File: src/rtl/imem_boot_loader.sv
`default_nettype none
// ============================================================================
// Module   : imem_boot_loader
// Purpose  : Fills instruction memory from a length/data/checksum byte frame
//            and holds the core in reset until the image is verified.
// Revision : 1.0
// ============================================================================
module imem_boot_loader #(
    parameter int                ADDR_W    = 32,
    parameter logic [ADDR_W-1:0] BASE_ADDR = '0,
    parameter int                MAX_WORDS = 256
) (
    input  logic              clk,
    input  logic              reset,
    input  logic              start,
    input  logic              rx_valid,
    input  logic [7:0]        rx_data,
    output logic              rx_ready,
    output logic              imem_we,
    output logic [ADDR_W-1:0] imem_addr,
    output logic [31:0]       imem_wdata,
    output logic              core_reset,
    output logic              busy,
    output logic              done,
    output logic              error,
    output logic [15:0]       words_loaded
);

    localparam logic [31:0] c_max_words = MAX_WORDS;

    typedef enum logic [2:0] {
        S_LEN0  = 3'd0,
        S_LEN1  = 3'd1,
        S_DATA  = 3'd2,
        S_WRITE = 3'd3,
        S_CSUM  = 3'd4,
        S_DONE  = 3'd5,
        S_ERROR = 3'd6
    } state_t;

    state_t            r_state;
    state_t            w_next;
    logic              r_rx_ready;
    logic              r_we;
    logic [ADDR_W-1:0] r_addr;
    logic [31:0]       r_wdata;
    logic              r_core_reset;
    logic              r_busy;
    logic              r_done;
    logic              r_error;
    logic [15:0]       r_words;
    logic [15:0]       r_len;
    logic [31:0]       r_asm;
    logic [7:0]        r_csum;
    logic [1:0]        r_bcnt;
    logic              w_accept;
    logic [15:0]       w_len_full;
    logic [ADDR_W-1:0] w_word_addr;

    assign w_accept    = rx_valid & r_rx_ready;
    assign w_len_full  = {rx_data, r_len[7:0]};
    assign w_word_addr = BASE_ADDR + ADDR_W'({r_words, 2'b00});

    always_ff @(posedge clk or negedge reset) begin
        if (!reset) begin
            r_state <= S_LEN0;
        end else begin
            r_state <= w_next;
        end
    end

    always_comb begin
        w_next = r_state;
        case (r_state)
            S_LEN0: if (w_accept) w_next = S_LEN1;
            S_LEN1: begin
                if (w_accept) begin
                    if (w_len_full == 16'd0)                       w_next = S_CSUM;
                    else if ({16'd0, w_len_full} > c_max_words)    w_next = S_ERROR;
                    else                                           w_next = S_DATA;
                end
            end
            S_DATA:  if (w_accept && r_bcnt == 2'd3) w_next = S_WRITE;
            S_WRITE: w_next = (r_words + 16'd1 == r_len) ? S_CSUM : S_DATA;
            S_CSUM: begin
                if (w_accept) w_next = (rx_data == r_csum) ? S_DONE : S_ERROR;
            end
            S_DONE:  if (start) w_next = S_LEN0;
            S_ERROR: if (start) w_next = S_LEN0;
            default: w_next = S_LEN0;
        endcase
    end

    // Status outputs are registered decodes of the state being entered.
    always_ff @(posedge clk or negedge reset) begin
        if (!reset) begin
            r_rx_ready   <= 1'b0;
            r_we         <= 1'b0;
            r_addr       <= BASE_ADDR;
            r_wdata      <= 32'd0;
            r_core_reset <= 1'b1;
            r_busy       <= 1'b0;
            r_done       <= 1'b0;
            r_error      <= 1'b0;
            r_words      <= 16'd0;
            r_len        <= 16'd0;
            r_asm        <= 32'd0;
            r_csum       <= 8'd0;
            r_bcnt       <= 2'd0;
        end else begin
            r_rx_ready   <= (w_next == S_LEN0) || (w_next == S_LEN1) ||
                            (w_next == S_DATA) || (w_next == S_CSUM);
            r_busy       <= (w_next == S_LEN0) || (w_next == S_LEN1) ||
                            (w_next == S_DATA) || (w_next == S_WRITE) ||
                            (w_next == S_CSUM);
            r_done       <= (w_next == S_DONE);
            r_error      <= (w_next == S_ERROR);
            r_core_reset <= (w_next != S_DONE);
            r_we         <= (w_next == S_WRITE);
            case (r_state)
                S_LEN0: if (w_accept) r_len[7:0]  <= rx_data;
                S_LEN1: if (w_accept) r_len[15:8] <= rx_data;
                S_DATA: begin
                    if (w_accept) begin
                        r_asm  <= {rx_data, r_asm[31:8]};
                        r_csum <= r_csum ^ rx_data;
                        r_bcnt <= r_bcnt + 2'd1;
                        if (r_bcnt == 2'd3) begin
                            r_wdata <= {rx_data, r_asm[31:8]};
                            r_addr  <= w_word_addr;
                        end
                    end
                end
                S_WRITE: r_words <= r_words + 16'd1;
                S_DONE, S_ERROR: begin
                    if (start) begin
                        r_words <= 16'd0;
                        r_csum  <= 8'd0;
                        r_asm   <= 32'd0;
                        r_bcnt  <= 2'd0;
                        r_len   <= 16'd0;
                        r_addr  <= BASE_ADDR;
                    end
                end
                default: ;
            endcase
        end
    end

    assign rx_ready     = r_rx_ready;
    assign imem_we      = r_we;
    assign imem_addr    = r_addr;
    assign imem_wdata   = r_wdata;
    assign core_reset   = r_core_reset;
    assign busy         = r_busy;
    assign done         = r_done;
    assign error        = r_error;
    assign words_loaded = r_words;

endmodule
`default_nettype wire

File: config.mk
export PLATFORM = sky130hd
export DESIGN_NAME = imem_boot_loader
export DESIGN_NICKNAME = d
export VERILOG_FILES = /design/src/rtl/imem_boot_loader.sv
export SDC_FILE = /design/constraint.sdc
export NUM_CORES = 1
export LEC_CHECK = 0
export BUFFER_PORTS_ARGS = -buffer_cell sky130_fd_sc_hd__buf_2
export CAP_MARGIN = 20
export CORE_MARGIN = 2
export CORE_UTILIZATION = 25
export CTS_BUF_LIST = sky130_fd_sc_hd__clkbuf_4 sky130_fd_sc_hd__clkbuf_8 sky130_fd_sc_hd__clkbuf_16
export DETAILED_ROUTE_END_ITERATION = 7
export GPL_TIMING_DRIVEN = 0
export HOLD_SLACK_MARGIN = 0.03
export SYNTH_ARGS = -nofsm -noshare
export SYNTH_HDL_FRONTEND = slang
export SYNTH_SLANG_ARGS = --single-unit
File: constraint.sdc
create_clock -name clk -period 6.8 [get_ports clk]
set_input_delay 1.02 -clock clk [delete_from_list [all_inputs] [get_ports clk]]
set_output_delay 1.02 -clock clk [all_outputs]
set_load 0.05 [all_outputs]
==> results.ini, run 1 <==
[timing]
fin_crit_sh_pct=48.5
skew_ns=0.0225
relSlewSlack_pct=45.2
worstMarginPinSlew_ns=0.814
whs_ns=0.457
setup_viol=0
rsz0062_at_grt=false
finalHoldViolations=0
min_period_ns=3.30
fmax_ghz=0.303
setup_tns_ns=0
slew_viol_final=0

[drt]
drtIter0Drc=381
drc_errors=0
drt_pre_antenna_iters=5
totalWireLength_um=15800
ant_nets=0
wl_per_cell_um=15.2
avgViaCountPerCell=4.57
num_vias=4744

[setup_path]
worstPathMaxFanout=10
worstSetupStartpointType=input port
path_class=input port to flip-flop
cp_cell_sequence=buf_2 -> and3b_1 -> and2_1 -> buf_2 -> nand2_1 -> inv_1 -> a21oi_1 -> clkbuf_1 -> nand2_1 -> nand2_1
cp-startpoint=rx_valid
r2r-start=words_loaded[0]$_DFFE_PN0P_
cp_common_cell=nand2_1
r2r_setup_slack_ns=3.77
endpoint_kind=flip-flop
crit_slowest_cell=a21oi_1
timing.rr.end=r_state[1]$_DFF_PN0_
cp.arrival_ns=3.65
critPathRequiredTime_ns=7.15
worst-r2r-cell-count=7
cp-endpoint=imem_addr[16]$_DFFE_PN0P_
cpPeakStageDelay_ns=0.60

[place]
io_buffers=80
dp_hpwl_um=11300
gp_congestion=0.871
placed_area_um2=6650
dp.cells=1006

[global_routing]
grt_max_degree=76
antenna_found_initial=0
grt_first_pass_wirelength_um=25500
overflow=0
grt_pass1_vias=4559
grt_usage_pct=13.6

[layout]
area_growth_pct=24.8
finalNetCount=754
diodes=0
design_area_um2=7240
fin_cells=1038
drive_above_1_share_pct=19.9

[cts]
htree_levels=4
cts_hold_buf=0
cts_root_buf=clkbuf_16
clk_latency_ns=0.43
cts_resized=0
path_clk_slew_ns=0.06
clockBufferDepth=2
postCtsSetupRepairBufs=0
cts_tree=built
cts.sinks=123
cts_buffers=17

[yosys]
synth_top_cell_by_area=dfrtp_1
async_flop_share_pct=100
synth_cell_types=54
synth_top_area_share_pct=52.6
synthCells=625
synth_ff_type=dfrtp_1
avgSynthCellArea_um2=9.28
synthTopCellsByArea=dfrtp_1 (53%), nand2_1 (11%), a22o_1 (3.9%)
synthesis.area_um2=5800
synth.most_common_cell=nand2_1
synth_seq_area_share_pct=53.1
synth_seq_cells=123
ys_top_cells_by_count=nand2_1 (174), dfrtp_1 (122), o21ai_0 (44), nand3_1 (37), clkbuf_1 (27)
yosys_warnings=0
synth_edf_count=0

[min_path]
hold_depth=2
min_path_type=flip-flop to flip-flop

[power]
power_density_nw_per_um2=476
leakage_nw=3.66
max-vdd-ir-drop_v=0.000234
power_mw=3.45

[flow_run]
drv_cap=0

[die]
die_width_um=156
coreArea_um2=22700
io_pins=98
die-area_um2=24400
initial_core_util_pct=25.5
rows=55
die_h_um=156

[status]
status=completed

==> flip-flops by register name, indices dropped and copies added (netlist names), 2 cells and up <==
name          flops
imem_wdata       32
r_state           3
r_asm            24
imem_addr        16
r_bcnt            2
words_loaded     16
r_len            16
r_csum            8
==> worst min path at each step <==
stage	from	end	slack, ns
after floorplan	r_asm[8]$_DFFE_PN0P_	imem_wdata[0]$_DFFE_PN0P_	0.44
after global placement	imem_addr[6]$_DFFE_PN0P_	imem_addr[6]$_DFFE_PN0P_	0.45
after detailed placement	imem_addr[17]$_DFFE_PN0P_	imem_addr[17]$_DFFE_PN0P_	0.45
after CTS	imem_addr[17]$_DFFE_PN0P_	imem_addr[17]$_DFFE_PN0P_	0.46
after global routing	imem_addr[15]$_DFFE_PN0P_	imem_addr[15]$_DFFE_PN0P_	0.48
final	imem_addr[17]$_DFFE_PN0P_	imem_addr[17]$_DFFE_PN0P_	0.46
==> through the flow <==
| step | setup WS (ns) | util [%] |
|---|---|---|
| 6_report | 3.50 | 31.9 |
| 5_1_grt | 3.32 | 31.9 |
| 4_1_cts | 3.55 | 31.9 |
| 3_5_place_dp | 3.13 | 29.3 |
| 3_3_place_gp | 3.04 | 29.1 |
| 2_1_floorplan | 3.97 | - |
==> cells in the final DEF (no fill, tap or decap), types with 18 or more instances in the layout <==
cell      instances
nand2_1         174
dfrtp_1         122
buf_2            85
o21ai_0          44
nand3_1          37
clkbuf_1         27
a22o_1           26
nor2_1           21
xnor2_1          19
buf_4            18
==> cell type report <==
type | count | area [um2]
Tap cell | 285 | 357
Clock inverter | 14 | 161
Buffer | 55 | 305
Sequential cell | 123 | 3080
Clock buffer | 18 | 433
Inverter | 12 | 45.0
Fill cell | 2383 | 15500
Timing Repair Buffer | 81 | 434
Multi-Input combinational cell | 450 | 2430
==> cell families (layout without fill, tap and decap cells) <==
group,count (synthesis),count (layout),share of synthesized area (%)
compound gates,113,113,12.6
other cells,1,16,0.0646
fa+ha+maj,2,2,0.431
simple gates,279,279,21.4
buf+inv,67,180,6.04
flops,123,123,53.1
xor+xnor,27,27,4.08
mux,13,13,2.29
==> worst max-delay path: cells and delay by family <==
family | cells | cell delay (ns)
AOI/OAI and AO/OA | 1 | 0.60
and+or+nand+nor | 5 | 0.96
buffers and inverters | 4 | 1.06
==> where the power goes <==
group          switching [mW]  internal [mW]  total (mW)  leakage [nW]
logic                   0.946          0.414        1.36          1.76
registers               0.195          0.983        1.18          1.61
clock network           0.358          0.552       0.910         0.288
==> routing by layer <==
layer / vias up / GRT usage [%] / wire length [um]
met4: 0 / 5.50 / 308
met3: 25 / 3.35 / 703
met5: - / 0 / 0
li1: 2335 / - / -
met1: 2248 / 19.4 / 7790
met2: 136 / 19.6 / 6990
(Power assumes the default switching activity.)
==> inputs of run 2 (changes only) <==
clock period = 3.05 ns   (was 6.8 ns; I/O delays follow)
==> run 2 against run 1 <==
Effect of this change:
- first-iteration DRC count fell by 10%
- register-to-register slack got worse by 3.5 ns
- sequential cell count did not move
- clock power rose by 120%
- routed wire length barely moved
- critical path depth fell by 1
- final area rose by 0.29%
- sequential share of layout area fell by 0.12 points
- combinational power rose by 120%
- via count rose by 0.21%
- critical endpoint unchanged
- largest cell class unchanged
==> results.ini, run 2 (synthesized netlist as in run 1, its figures left out) <==
[setup_path]
timing.rr.end=imem_addr[16]$_DFFE_PN0P_
worst-r2r-cell-count=9
worstSetupStartpointType=flip-flop
critPathRequiredTime_ns=3.40
worstPathMaxFanout=10
cp.arrival_ns=3.16
path_class=flip-flop to flip-flop
r2r_setup_slack_ns=0.25
r2r-start=r_state[2]$_DFF_PN0_
endpoint_kind=flip-flop

[drt]
totalWireLength_um=15800
drc_errors=0
wl_per_cell_um=15.2
ant_nets=0
avgViaCountPerCell=4.58
num_vias=4754
drt_pre_antenna_iters=5
drtIter0Drc=343

[power]
sw_frac_of_total_pct=43.5
p_int_mw=4.35
p_sw_mw=3.35
pwr-share-comb_pct=39.5
power_density_nw_per_um2=1060
p_seq_share_pct=34.1
leakage_nw=3.66
clkPwrFrac_pct=26.4
max-vdd-ir-drop_v=0.000525

[timing]
slew_viol_final=0
finalHoldViolations=0
worstMarginPinSlew_ns=0.732
skew_ns=0.0147
min_period_ns=2.80
rsz0062_at_grt=false
fin_crit_sh_pct=91.9
relSlewSlack_pct=51.2
fmax_ghz=0.357
setup_viol=0
fin_ws_ns=0.247

[layout]
drive_above_1_share_pct=20.3
finalNetCount=755
layout_commonest_cell=nand2_1
diodes=0
area_growth_pct=25.2
layout.cells.most_common_list=nand2_1 (174), dfrtp_1 (122), buf_2 (85)
design_area_um2=7260
largest_reg_flops=32

[die]
initial_core_util_pct=25.5
io_pins=98
coreArea_um2=22700
die_h_um=156
die_width_um=156
rows=55
die-area_um2=24400

[cts]
postCtsSetupRepairBufs=0
cts_tree=built
htree_levels=4
path_clk_slew_ns=0.06
cts_root_buf=clkbuf_16
clockBufferDepth=2
clk_latency_ns=0.42
cts_buffers=17
cts.sinks=123

[min_path]
min_path_type=input port to flip-flop
hold_depth=3
hold_end=imem_wdata[27]$_DFFE_PN0P_
hold_start=rx_data[3]

[global_routing]
grt_first_pass_wirelength_um=25500
overflow=0
antenna_found_initial=0
grt_usage_pct=13.6
grt_pass1_vias=4560
grt_max_degree=76

[place]
dp_hpwl_um=11300
io_buffers=80
pre_cts_slack_ns=-0.0604
placed_area_um2=6650
gp_congestion=0.871

[flow_run]
drv_cap=0

[status]
status=completed

-- run 2: cell count changes in the layout (fill, tap and decap cells not counted) --
cell	previous run	this run
a21oi_1	17	16
a21oi_2	0	1
clkbuf_1	27	26
clkbuf_2	1	2
dlygate4sd3_1	0	1
nor4_1	4	3
nor4_2	0	1
-- run 2: routing by layer --
metal	up-vias	track usage, %	wire (um)
met1	2264	19.4	7700
met3	22	3.35	784
met2	131	19.6	7020
li1	2337	-	-
met4	0	5.50	289
met5	-	0	0
-- run 2: power groups by stage --
stage	logic, mW	clock network, mW	registers, mW
2_1_floorplan	1.42	0	3.46
3_5_place_dp	3.05	0	2.65
5_1_grt	3.32	2.16	2.71
3_3_place_gp	3.00	0	2.63
6_report	3.04	2.03	2.62
4_1_cts	3.06	2.07	2.63
-- run 2: how the worst max path moves through the flow --
stage	from	endpoint	slack, ns	depth (start not counted)
after detailed placement	rx_valid	imem_addr[16]$_DFFE_PN0P_	-0.06	10
final	r_state[2]$_DFF_PN0_	imem_addr[16]$_DFFE_PN0P_	0.25	9
after global routing	r_state[0]$_DFF_PN0_	imem_addr[10]$_DFFE_PN0P_	0.04	10
after floorplan	words_loaded[0]$_DFFE_PN0P_	r_state[1]$_DFF_PN0_	0.22	7
after global placement	reset	imem_addr[16]$_DFFE_PN0P_	-0.15	1
after CTS	r_state[2]$_DFF_PN0_	imem_addr[16]$_DFFE_PN0P_	0.06	9
-- run 2: final cells by class --
cell class                 count  area, um2
clock inverter                14        161
fill                        2381      15400
clock buffer                  18        433
multi-input combinational    450       2440
inverter                      12       45.0
sequential                   123       3080
timing repair buffer          82        444
tap                          285        357
buffer                        55        307
-- run 2: per-stage QoR --
stage	utilization (%)	setup TNS, ns	total power [mW]	instances	hold slack, ns
floorplan	-	0	4.88	640	0.162
global placement	29.1	-17.51	5.63	1005	0.445
detailed placement	29.3	-0.398	5.69	1006	0.439
CTS	31.9	0	7.76	1039	0.317
global route	32.0	0	8.19	1039	0.344
finish	32.0	0	7.69	1039	0.332
-- run 2: what timing repair did --
action                     4_1_cts  5_1_grt
setup endpoints to repair        0       13
hold buffers                     1        0
hold endpoints to repair        47        0
gates resized for setup          0        4
-- run 2: critical path: stages (launching register included) --
cell and delay [ns]:
dfrtp_1 0.41, and3b_1 0.24, and2_1 0.14, buf_2 0.19, nand2_1 0.41, inv_1 0.26, a21oi_2 0.39, clkbuf_1 0.49
nand2_1 0.12, nand2_1 0.08
